[src/rtl/edge_detect_multi.sv]
// Multi-channel synchronised edge detector with mode-qualified pulses,
// sticky event flags, a saturating event counter and a post-reset warm-up gate.
module edge_detect_multi #(
  parameter int unsigned WIDTH       = 8,
  parameter int unsigned SYNC_STAGES = 2,
  parameter int unsigned CNT_W       = 8
) (
  input  logic               clk,
  input  logic               rst_n,
  input  logic [WIDTH-1:0]   din,
  input  logic [2*WIDTH-1:0] mode,
  input  logic [WIDTH-1:0]   sticky_clr,
  input  logic               cnt_clr,
  output logic [WIDTH-1:0]   pos_pulse,
  output logic [WIDTH-1:0]   neg_pulse,
  output logic [WIDTH-1:0]   edge_pulse,
  output logic [WIDTH-1:0]   sticky,
  output logic [CNT_W-1:0]   evt_cnt,
  output logic               irq,
  output logic               ready
);

  localparam int unsigned WARM_W = 3;
  localparam logic [WARM_W-1:0] WARM_LAST = WARM_W'(SYNC_STAGES);
  localparam logic [CNT_W-1:0]  CNT_MAX   = {CNT_W{1'b1}};

  typedef enum logic {
    WARMUP = 1'b0,
    RUN    = 1'b1
  } state_t;

  state_t            state_q, state_d;
  logic [WARM_W-1:0] warm_q, warm_d;

  logic [WIDTH-1:0] sync_q [SYNC_STAGES];
  logic [WIDTH-1:0] prev_q;
  logic [WIDTH-1:0] s_last;
  logic [WIDTH-1:0] pos_d, neg_d, edge_d, sticky_d;
  logic [CNT_W-1:0] cnt_d;
  logic             run;

  // Warm-up sequencer: SYNC_STAGES+1 cycles flushes the chain and prev.
  always_ff @(posedge clk or negedge rst_n) begin
    if (!rst_n) begin
      state_q <= WARMUP;
      warm_q  <= '0;
    end else begin
      state_q <= state_d;
      warm_q  <= warm_d;
    end
  end

  always_comb begin
    state_d = state_q;
    warm_d  = warm_q;
    case (state_q)
      WARMUP: begin
        if (warm_q == WARM_LAST) begin
          state_d = RUN;
          warm_d  = '0;
        end else begin
          warm_d = warm_q + WARM_W'(1);
        end
      end
      RUN:     state_d = RUN;
      default: state_d = WARMUP;
    endcase
  end

  assign s_last = sync_q[SYNC_STAGES-1];
  assign run    = (state_q == RUN);

  // Pulse, sticky and counter next-state; pulses are gated off during warm-up.
  always_comb begin
    pos_d  = run ? (s_last & ~prev_q) : '0;
    neg_d  = run ? (~s_last & prev_q) : '0;
    edge_d = '0;
    for (int i = 0; i < int'(WIDTH); i++) begin
      edge_d[i] = (mode[2*i] & pos_d[i]) | (mode[2*i+1] & neg_d[i]);
    end
    sticky_d = (sticky & ~sticky_clr) | edge_d;
    cnt_d    = evt_cnt;
    if (cnt_clr) begin
      cnt_d = '0;
    end else if ((|edge_d) && (evt_cnt != CNT_MAX)) begin
      cnt_d = evt_cnt + CNT_W'(1);
    end
  end

  always_ff @(posedge clk or negedge rst_n) begin
    if (!rst_n) begin
      for (int s = 0; s < int'(SYNC_STAGES); s++) begin
        sync_q[s] <= '0;
      end
      prev_q     <= '0;
      pos_pulse  <= '0;
      neg_pulse  <= '0;
      edge_pulse <= '0;
      sticky     <= '0;
      evt_cnt    <= '0;
      irq        <= 1'b0;
      ready      <= 1'b0;
    end else begin
      sync_q[0] <= din;
      for (int s = 1; s < int'(SYNC_STAGES); s++) begin
        sync_q[s] <= sync_q[s-1];
      end
      prev_q     <= s_last;
      pos_pulse  <= pos_d;
      neg_pulse  <= neg_d;
      edge_pulse <= edge_d;
      sticky     <= sticky_d;
      evt_cnt    <= cnt_d;
      irq        <= |sticky_d;
      ready      <= (state_d == RUN);
    end
  end

endmodule
[config.mk]
export PLATFORM = sky130hd
export DESIGN_NAME = edge_detect_multi
export DESIGN_NICKNAME = d
export VERILOG_FILES = /design/src/rtl/edge_detect_multi.sv
export SDC_FILE = /design/constraint.sdc
export NUM_CORES = 1
export LEC_CHECK = 0
export BUFFER_PORTS_ARGS = -buffer_cell sky130_fd_sc_hd__buf_2
export CAP_MARGIN = 20
export CELL_PAD_IN_SITES_DETAIL_PLACEMENT = 0
export CELL_PAD_IN_SITES_GLOBAL_PLACEMENT = 1
export CORE_MARGIN = 2
export CORE_UTILIZATION = 40
export CTS_CLUSTER_SIZE = 20
export DETAILED_ROUTE_END_ITERATION = 12
export PLACE_DENSITY = 0.81
export RECOVER_POWER = 100
export SYNTH_ARGS = -nofsm -noshare
export SYNTH_HDL_FRONTEND = slang
export SYNTH_SLANG_ARGS = --single-unit
[constraint.sdc]
create_clock -name clk -period 1.9 [get_ports clk]
set_input_delay 0.57 -clock clk [delete_from_list [all_inputs] [get_ports clk]]
set_output_delay 0.57 -clock clk [all_outputs]
set_load 0.01 [all_outputs]
==> impl_metrics.csv, run 1 <==
group,metric,value,unit
floorplanning,ioPinCount,77,
cts,clock-root-buffer,"clkbuf_8",
routing,wl_per_cell,13.6,um
place,dp_slack,-0.0958,ns
worst_setup_path,cp_slowest_cell,"dfrtp_2",
floorplanning,start_util,40.7,%
routing,firstDrtPassIters,4,
synthesis,synth_top_area_share,68.0,%
min_path,hp-class,"in2reg",
synthesis,netlist_instances,183,
synthesis,synth_nets,219,
synthesis,synth.top_cells.by_area,"dfrtp_1 (68%), and3b_1 (5.5%), nand4b_1 (5.5%)",
worst_setup_path,path_common_cell,"nand2_2",
sta,rsz0062_at_grt,"yes",
routing,drc,0,
cts,clk_pin_slew,0.07,ns
floorplanning,dieWidth,83.6,um
synthesis,ys_seq_area_share,68.0,%
routing,wl_met1,2260,um
sta,setup_violations,0,
sta,maxSlewHeadroom,39.4,%
routing,drt-total-wl,4960,um
global_route,grt_pass1_wl,7970,um
sta,fin_crit,1.86,ns
sta,fin_crit_sh,97.7,%
sta,finalHoldViolations,0,
worst_setup_path,r2r_slack,0.04,ns
cts,clkLatencyLatePin,0.33,ns
worst_setup_path,path_cells,"buf_12, nand4b_1, nand2_2, nor4_4, nand2_2, nand4_1, mux2_4",
power_and_ir_drop,leakagePower,1.74,nW
power_and_ir_drop,total_power,0.00305,W
synthesis,synthFlopType,"dfrtp_1",
job,cap_violations,0,
min_path,min_from,"din[4]",
worst_setup_path,max_stage_delay,0.43,ns
cts,clkSinkCount,69,
floorplanning,rows,29,
worst_setup_path,required,2.11,ns
synthesis,synth.most_common_cell,"dfrtp_1",
cts,cts_tree,"built",
synthesis,yosysTopAreaCell,"dfrtp_1",
synthesis,synth_edf_count,0,
worst_setup_path,r2r_start,"ready",
cells_and_area,nFillCells,573,
worst_setup_path,r2r-end,"evt_cnt[6]",
routing,highest_layer,"met4",
global_route,overflow,0,
cts,cts_buffers,9,
global_route,grt_pass1_vias,1702,
routing,vias,1749,
worst_setup_path,cp.arrival,2.07,ns
floorplanning,dieArea,7000,um2
worst_setup_path,worst-path-buf-inv,1,
cts,hold_buffers,0,
cells_and_area,drive_gt1_share,41.5,%
cells_and_area,fin_area,3350,um2
run_status,status,"finished clean",
synthesis,synthTopCellsByCount,"dfrtp_1 (69), and3b_1 (16), nand4b_1 (16)",
global_route,grt_use_total,14.6,%
cells_and_area,synthToLayoutAreaGrowth,31.9,%
synthesis,async_flop_share,100,%
cells_and_area,diodes,0,
place,io_buffer_count,76,
sta,worst_pin_slew,0.908,ns
worst_setup_path,critical-path-top-delay-family,"simple AND/OR/NAND/NOR gates",
cts,cts_buffer_depth,2,
place,place_area,3090,um2
routing,final_antenna_net_count,0,
place,place_hpwl,3320,um
worst_setup_path,critical_path_class,"reg2reg",
synthesis,synth_area,2540,um2
worst_setup_path,crit_fanout,16,
power_and_ir_drop,power_density,913,nW/um2
sta,fin_worst_skew,0.00900,ns
min_path,min_to,"sync_q[12]",
worst_setup_path,setup.worst_path.start_class,"register",
routing,met3_length,249,um
sta,timing.fmax,539,MHz
synthesis,synth.distinct_cells,33,
routing,drtIter0Drc,94,
min_path,min_path_cells,1,
power_and_ir_drop,irDropWorstVdd,516,uV
synthesis,synth_seq_cells,69,
place,gp_congestion,0.750,
synthesis,ys_warn_count,0,
routing,routed-wl-met2,2390,um
floorplanning,core-area,6240,um2
routing,via_per_inst,4.80,
worst_setup_path,endpoint_kind,"register",
sta,drv_slew,0,
cells_and_area,nets,318,
global_route,grt_start_max_net_pins,70,
sta,fin_ws,0.0432,ns
synthesis,avgSynthCellArea,13.9,um2
worst_setup_path,r2r_cells,7,
global_route,antenna_found_initial,0,
floorplanning,die_y,83.6,um
cts,htree_levels,3,
[state kept, by name, indices dropped and copies added, names as in the netlist]
name and flops:
prev_q 8, neg_pulse 8, s_last 8, pos_pulse 8, evt_cnt 8, ready 1, sticky 8, edge_pulse 8
warm_q 3, irq 1, sync_q 8
[layer usage]
layer  vias up  global-route usage, %
met1       844                   19.3
met2        46                   22.2
li1        853                      -
met4         0                   6.60
met5         -                      0
met3         6                   4.65
[power breakdown]
group / internal [W] / switching, W / total, W / leakage, nW
Combinational: 0.000144 / 0.000158 / 0.000302 / 0.790
Clock: 0.000639 / 0.000516 / 0.00116 / 0.0964
Sequential: 0.00155 / 0.0000455 / 0.00160 / 0.856
Total: 0.00233 / 0.000720 / 0.00305 / 1.74
[through the flow]
step	std cells	hold slack, ns	setup TNS [ns]	utilization, %
5_1_grt	364	0.314	-0.200	53.6
6_report	364	0.338	0	53.6
3_3_place_gp	342	0.333	-0.192	49.6
2_1_floorplan	183	0.274	0	-
4_1_cts	360	0.250	0	52.9
3_5_place_dp	342	0.336	-0.275	49.6
[area by class of cell]
type | instances | area [um2] | area share, %
multi-input cells | 108 | 788 | 23.6
clock buffers | 12 | 145 | 4.34
well taps | 77 | 96.3 | 2.88
clock inverters | 4 | 47.5 | 1.42
inverters | 1 | 3.75 | 0.112
repair buffers | 93 | 538 | 16.1
flip-flops and latches | 69 | 1730 | 51.6
[worst reg2reg max path, cell delays in order, from the launching register on]
cell and delay [ns]:
dfrtp_2 0.43, buf_12 0.16, nand4b_1 0.14, nand2_2 0.10, nor4_4 0.33, nand2_2 0.14, nand4_1 0.14, mux2_4 0.30
[repair_timing]
| item | CTS | global route |
|---|---|---|
| buffers inserted | 2 | 3 |
| endpoints found under the setup margin | 2 | 5 |
| cloned | 0 | 1 |
| pin swaps | 1 | 6 |
| resized for setup | 0 | 4 |
[placed cells by master (no fill, tap or decap), drive strengths merged]
master / n
a211oi: 1
a21oi: 4
a311oi: 1
a31o: 1
a31oi: 1
a41o: 1
and2: 1
and3: 1
and3b: 16
and4: 1
buf: 91
bufinv: 1
clkbuf: 14
clkinv: 2
clkinvlp: 1
dfrtp: 69
ha: 1
inv: 1
mux2: 3
mux2i: 1
nand2: 14
nand2b: 11
nand3: 11
nand3b: 1
nand4: 1
nand4b: 16
nor2: 8
nor2b: 4
nor4: 4
o21ai: 2
o21bai: 1
xnor2: 2
[kinds of logic after synthesis]
| logic type | Yosys count | synth area share [%] |
|---|---|---|
| simple gates | 89 | 24.2 |
| flops | 69 | 68.0 |
| compound gates | 12 | 3.60 |
| buf+inv | 6 | 1.23 |
| mux | 4 | 1.73 |
| xor+xnor | 2 | 0.690 |
| fa+ha+maj | 1 | 0.493 |
[worst max path at each step]
stage	from	endpoint	slack [ns]	cells past startpoint
2_1_floorplan	mode[12]	evt_cnt[6]	0.15	6
3_3_place_gp	mode[6]	evt_cnt[6]	-0.07	7
3_5_place_dp	mode[4]	evt_cnt[4]	-0.1	7
4_1_cts	ready	evt_cnt[4]	0.01	7
5_1_grt	ready	evt_cnt[5]	-0.06	8
6_report	ready	evt_cnt[6]	0.04	7
(Power assumes the default switching activity.)
==> inputs of run 2 (changes only) <==
--- a/config.mk
+++ b/config.mk
@@ -13,6 +13,7 @@
 export CORE_UTILIZATION = 40
 export CTS_CLUSTER_SIZE = 20
 export DETAILED_ROUTE_END_ITERATION = 12
+export GPL_TIMING_DRIVEN = 0
 export PLACE_DENSITY = 0.81
 export RECOVER_POWER = 100
 export SYNTH_ARGS = -nofsm -noshare
==> run 2 against run 1 <==
Net effect: utilization down 1.5 points; critical path depth unchanged; register-to-register slack better by 0.02 ns; cell area down 2.9%; sequential power about the same; die area unchanged; count of clock-buffer cells in the layout up 1; sequential share of layout area up 1.5 points; via count down 1.6%; global-route usage up 0.90 points; worst hold slack worse by 0.0054 ns; final cell count down 1.9%; largest power group unchanged.
==> impl_metrics.csv, run 2 (synthesis results as in run 1) <==
group,metric,value,unit
worst_setup_path,critical_path_class,"reg2reg",
power_and_ir_drop,leakagePower,1.68,nW
cells_and_area,fin_area,3250,um2
cts,cts_tree,"built",
worst_setup_path,endpoint_kind,"register",
cells_and_area,drive_gt1_share,38.6,%
place,io_buffer_count,76,
routing,drc,0,
sta,worst_pin_slew,0.849,ns
power_and_ir_drop,total_power,0.00294,W
cts,cts_buffer_depth,2,
cts,htree_levels,3,
cells_and_area,diodes,0,
floorplanning,start_util,40.7,%
worst_setup_path,setup.worst_path.start_class,"register",
global_route,grt_pass1_wl,8310,um
floorplanning,rows,29,
worst_setup_path,r2r_start,"ready",
global_route,antenna_found_initial,0,
cells_and_area,nets,311,
cts,clock-root-buffer,"clkbuf_8",
worst_setup_path,crit_fanout,8,
sta,fin_crit,1.84,ns
sta,fin_worst_skew,0.0104,ns
routing,vias,1721,
floorplanning,ioPinCount,77,
place,place_area,3020,um2
sta,timing.fmax,544,MHz
power_and_ir_drop,irDropWorstVdd,466,uV
worst_setup_path,r2r-end,"evt_cnt[4]",
job,cap_violations,0,
cts,clk_pin_slew,0.07,ns
routing,drt-total-wl,5210,um
routing,drtIter0Drc,31,
global_route,overflow,0,
routing,wl_per_cell,14.6,um
place,place_hpwl,3690,um
sta,setup_violations,0,
global_route,grt_start_max_net_pins,70,
floorplanning,die_y,83.6,um
cts,cts_buffers,9,
cells_and_area,synthToLayoutAreaGrowth,28.1,%
run_status,status,"finished clean",
routing,via_per_inst,4.82,
sta,maxSlewHeadroom,43.4,%
power_and_ir_drop,power_density,904,nW/um2
sta,rsz0062_at_grt,"yes",
cells_and_area,layout_common_cells,"buf_2 (75), dfrtp_1 (69), nand4b_1 (16), and3b_1 (16)",
worst_setup_path,cp.arrival,2.05,ns
cells_and_area,layout.cells.non_filler,357,
sta,drv_slew,0,
cts,clkSinkCount,69,
worst_setup_path,required,2.12,ns
cts,hold_buffers,0,
worst_setup_path,r2r_slack,0.06,ns
place,gp_congestion,0.771,
min_path,hp-class,"in2async",
floorplanning,core-area,6240,um2
worst_setup_path,r2r_cells,7,
floorplanning,dieArea,7000,um2
global_route,grt_pass1_vias,1736,
cells_and_area,layout_commonest_cell,"buf_2",
sta,fin_crit_sh,96.7,%
global_route,grt_use_total,15.5,%
place,placedCellCount,336,
routing,final_antenna_net_count,0,
routing,firstDrtPassIters,4,
sta,finalHoldViolations,0,
cts,clkLatencyLatePin,0.33,ns
floorplanning,dieWidth,83.6,um
[run 2: changes by cell type in the layout (fill, tap and decap cells not counted), sizes merged]
cell	before	now
buf	91	82
bufinv	1	0
clkbuf	14	17
clkinv	2	1
clkinvlp	1	2
[run 2: worst max path at each step]
stage,start,to,slack (ns),depth (start not counted)
after global placement,mode[4],evt_cnt[4],-0.12,7
after global routing,ready,evt_cnt[4],-0.04,7
final,ready,evt_cnt[4],0.06,7
after floorplan,mode[12],evt_cnt[6],0.15,6
after CTS,ready,evt_cnt[6],0.02,7
after detailed placement,mode[4],evt_cnt[6],-0.15,7
[run 2: layer usage]
layer  GRT usage (%)  vias to the layer above  share of wire [%]
met2            24.1                       46                 48
met5               0                        -                  0
li1                -                      836                  -
met3            4.55                        8                4.9
met4            6.60                        0                1.4
met1            20.5                      831                 45
[run 2: where the power goes]
| group | total (W) | switching [W] | internal, W |
|---|---|---|---|
| registers | 0.00160 | 0.0000479 | 0.00155 |
| logic | 0.000288 | 0.000156 | 0.000132 |
| clock network | 0.00105 | 0.000505 | 0.000544 |
| total | 0.00294 | 0.000710 | 0.00223 |
[run 2: what timing repair did]
| action | 4_1_cts | 5_1_grt |
|---|---|---|
| gates cloned | 0 | 1 |
| pin swaps | 1 | 7 |
| buffers inserted | 2 | 2 |
| resized for setup | 0 | 8 |
| setup endpoints to repair | 2 | 6 |
[run 2: area by class of cell]
type | count | area (um2)
fill | 577 | 2990
sequential | 69 | 1730
multi-input combinational | 108 | 791
timing repair buffer | 81 | 420
clock buffer | 13 | 159
tap | 77 | 96.3
buffer | 5 | 33.8
clock inverter | 3 | 20.0
inverter | 1 | 3.75
[run 2: per-stage QoR]
step	TNS [ns]	utilization, %	hold slack [ns]	setup slack [ns]
after global placement	-4.53	48.3	0.333	-0.118
after CTS	0	51.4	0.322	0.0209
after global routing	-0.163	52.1	0.317	-0.0440
final	0	52.1	0.333	0.0619
after detailed placement	-0.387	48.3	0.335	-0.151
after floorplan	0	-	0.274	0.150
[run 2: critical path: stages (launching register included)]
cell,delay [ns]
dfrtp_1,0.43
buf_6,0.16
nand4b_1,0.12
nand2_2,0.10
nor4_4,0.33
nand2_2,0.15
nand3_1,0.12
mux2_1,0.31
==> inputs of run 3 (changes only) <==
--- a/config.mk
+++ b/config.mk
@@ -5,12 +5,13 @@
 export SDC_FILE = /design/constraint.sdc
 export NUM_CORES = 1
 export LEC_CHECK = 0
+export ABC_AREA = 1
 export BUFFER_PORTS_ARGS = -buffer_cell sky130_fd_sc_hd__buf_2
 export CAP_MARGIN = 20
 export CELL_PAD_IN_SITES_DETAIL_PLACEMENT = 0
 export CELL_PAD_IN_SITES_GLOBAL_PLACEMENT = 1
 export CORE_MARGIN = 2
-export CORE_UTILIZATION = 40
+export CORE_UTILIZATION = 39
 export CTS_CLUSTER_SIZE = 20
 export DETAILED_ROUTE_END_ITERATION = 12
 export GPL_TIMING_DRIVEN = 0
==> run 3 against run 2 <==
Net effect: sequential power about the same; via count up 13%; highest routed layer unchanged; first-iteration DRC count up 45%; global-route usage is 0.083 points lower; count of clock-buffer cells in the layout down 1; wire length up 2.8%; utilization decreased by 3.8 points; combinational power down 5%; final cell count is 14% higher; total power increased by 2.3%; synthesized cell count rose by 30%.
==> impl_metrics.csv, run 3 <==
group,metric,value,unit
cts,clkLatencyLatePin,0.33,ns
worst_setup_path,path_cells,"buf_6, buf_12, nand4_1, nand2_1, a21oi_1, nand2_1, nor3_1, nand2_1",
routing,highest_layer,"met4",
synthesis,synth_top_area_share,64.5,%
cts,htree_levels,3,
synthesis,async_flop_share,100,%
floorplanning,dieArea,7550,um2
synthesis,ys_seq_area_share,64.5,%
place,io_buffer_count,76,
power_and_ir_drop,irDropWorstVdd,399,uV
worst_setup_path,critical_path_class,"reg2reg",
cells_and_area,postLayoutCoreUtil,48.3,%
routing,vias,1938,
floorplanning,core-area,6720,um2
synthesis,netlist_instances,238,
cells_and_area,layout.cells.non_filler,408,
cts,post_cts_buffers,0,
cells_and_area,drive_gt1_share,19.5,%
global_route,grt_pass1_wl,8720,um
sta,tns,0,ns
worst_setup_path,path_common_cell,"nand2_1",
power_and_ir_drop,comb_power_share,9.1,%
global_route,grt_start_max_net_pins,70,
global_route,antenna_found_initial,0,
global_route,overflow,0,
worst_setup_path,setup.worst_path.start_class,"register",
power_and_ir_drop,p_switching,0.000729,W
routing,drtIter0Drc,45,
sta,setup_violations,0,
synthesis,synth.distinct_cells,25,
routing,routed-wl-met2,2520,um
synthesis,synthFlopType,"dfrtp_1",
routing,via_per_inst,4.75,
job,cap_violations,0,
cts,cts_buffer_depth,2,
synthesis,synth.most_common_cell,"dfrtp_1",
cts,clk_pin_slew,0.07,ns
worst_setup_path,crit_fanout,10,
worst_setup_path,required,2.11,ns
place,gp_congestion,0.762,
cells_and_area,synthToLayoutAreaGrowth,21.2,%
cells_and_area,nets,361,
run_status,status,"finished clean",
power_and_ir_drop,internal-power,0.00228,W
floorplanning,dieWidth,86.9,um
sta,rsz0062_at_grt,"no",
sta,maxSlewHeadroom,0.142,%
routing,drt-total-wl,5350,um
worst_setup_path,cp.arrival,1.93,ns
floorplanning,start_util,39.9,%
power_and_ir_drop,clockPowerShare,37.6,%
routing,wl_per_cell,13.1,um
routing,wl_met1,2430,um
cts,cts_buffers,9,
worst_setup_path,cp_slowest_cell,"dfrtp_1",
global_route,grt_pass1_vias,1823,
routing,met3_length,305,um
cells_and_area,layout_commonest_cell,"dfrtp_1",
power_and_ir_drop,power_density,926,nW/um2
routing,firstDrtPassIters,4,
sta,fin_crit,1.72,ns
worst_setup_path,max_stage_delay,0.39,ns
cells_and_area,layout_common_cells,"dfrtp_1 (69), inv_1 (49), clkbuf_1 (45)",
synthesis,avgSynthCellArea,11.3,um2
place,place_hpwl,3730,um
sta,drv_slew,0,
cts,cts_tree,"built",
cts,clock-root-buffer,"clkbuf_8",
sta,finalHoldViolations,0,
sta,worst_pin_slew,1.50,ns
synthesis,ys_warn_count,0,
floorplanning,rows,30,
cts,ctsResizeCount,0,
global_route,grt_use_total,15.4,%
cells_and_area,diodes,0,
synthesis,synthTopCellsByCount,"dfrtp_1 (69), inv_1 (47), nand2_1 (24), nor3_1 (19), nand4_1 (17)",
cts,hold_buffers,0,
sta,fin_crit_sh,90.3,%
routing,final_antenna_net_count,0,
floorplanning,ioPinCount,77,
power_and_ir_drop,switching_share,24.3,%
floorplanning,die_y,86.9,um
synthesis,synth.top_cells.by_area,"dfrtp_1 (64%), inv_1 (6.6%), nand4_1 (4.0%)",
synthesis,synth_area,2680,um2
synthesis,yosysTopAreaCell,"dfrtp_1",
synthesis,synth_seq_cells,69,
worst_setup_path,endpoint_kind,"register",
power_and_ir_drop,leakagePower,1.70,nW
routing,drc,0,
cts,clkSinkCount,69,
synthesis,synth_edf_count,0,
place,placedCellCount,394,
sta,fin_worst_skew,0.00441,ns
min_path,hp-class,"in2reg",
sta,timing.fmax,583,MHz
synthesis,synth_nets,274,
power_and_ir_drop,sequentialPowerShare,53.2,%
run 3: cell count changes after synthesis, sizes merged, moves of 3 or more:
cell,delta
nor2b,-4
nand3,+3
xor2,+4
inv,+50
nand2b,-11
o21ai,+5
nor4,-4
and3b,-16
nor3,+19
nand4,+24
mux2,-3
nand4b,-16
nand2,+17
run 3: power by group through the flow:
stage,Clock (W),Combinational [W],Sequential (W)
global route,0.00124,0.000314,0.00161
detailed placement,0,0.000305,0.00162
CTS,0.00117,0.000306,0.00160
global placement,0,0.000300,0.00162
floorplan,0,0.000121,0.00165
finish,0.00113,0.000275,0.00160
run 3: final timing paths:
kind	from	end	slack, ns	cells past startpoint
setup / recovery	ready	irq	0.18	8
max in group asynchronous	rst_n	warm_q[2]	0.39	1
min in group asynchronous	rst_n	edge_pulse[2]	0.60	1
hold reg to reg	sync_q[12]	s_last[4]	0.35	0
hold / removal	din[3]	sync_q[11]	0.33	1
setup reg to reg	ready	irq	0.18	8
run 3: cell families after synthesis:
family          Yosys count  synth area share [%]
compound gates           13                  2.94
xor+xnor                  4                  1.31
fa+ha+maj                 1                 0.467
buf+inv                  55                  8.64
flops                    69                  64.5
simple gates             96                  22.2
run 3: cell type report:
| type | instances | area [um2] |
|---|---|---|
| inverter | 51 | 191 |
| buffer | 4 | 40.0 |
| clock buffer | 12 | 145 |
| multi-input combinational | 114 | 679 |
| timing repair buffer | 76 | 328 |
| clock inverter | 2 | 35.0 |
| tap | 80 | 100 |
| sequential | 69 | 1730 |
| fill | 664 | 3470 |
run 3: through the flow:
| stage | hold slack [ns] | total power, W | instance area, um2 | worst slack, ns |
|---|---|---|---|---|
| floorplan | 0.274 | 0.00177 | 2680 | 0.465 |
| global placement | 0.333 | 0.00192 | 3160 | -0.0909 |
| detailed placement | 0.335 | 0.00193 | 3160 | 0.201 |
| CTS | 0.318 | 0.00307 | 3340 | 0.188 |
| global route | 0.312 | 0.00316 | 3250 | 0.0334 |
| finish | 0.335 | 0.00300 | 3250 | 0.184 |
run 3: layer usage:
layer,GRT usage [%],vias up
li1,-,942
met1,20.1,932
met2,23.2,54
met3,4.27,10
met4,8.81,0
met5,0,-
run 3: critical path, delay by kind of cell (launching register included):
family / cells / cell delay (ns)
AO/OA/AOI/OAI: 1 / 0.19
buffers and inverters: 2 / 0.30
AND/OR/NAND/NOR: 5 / 0.71
flip-flops: 1 / 0.39
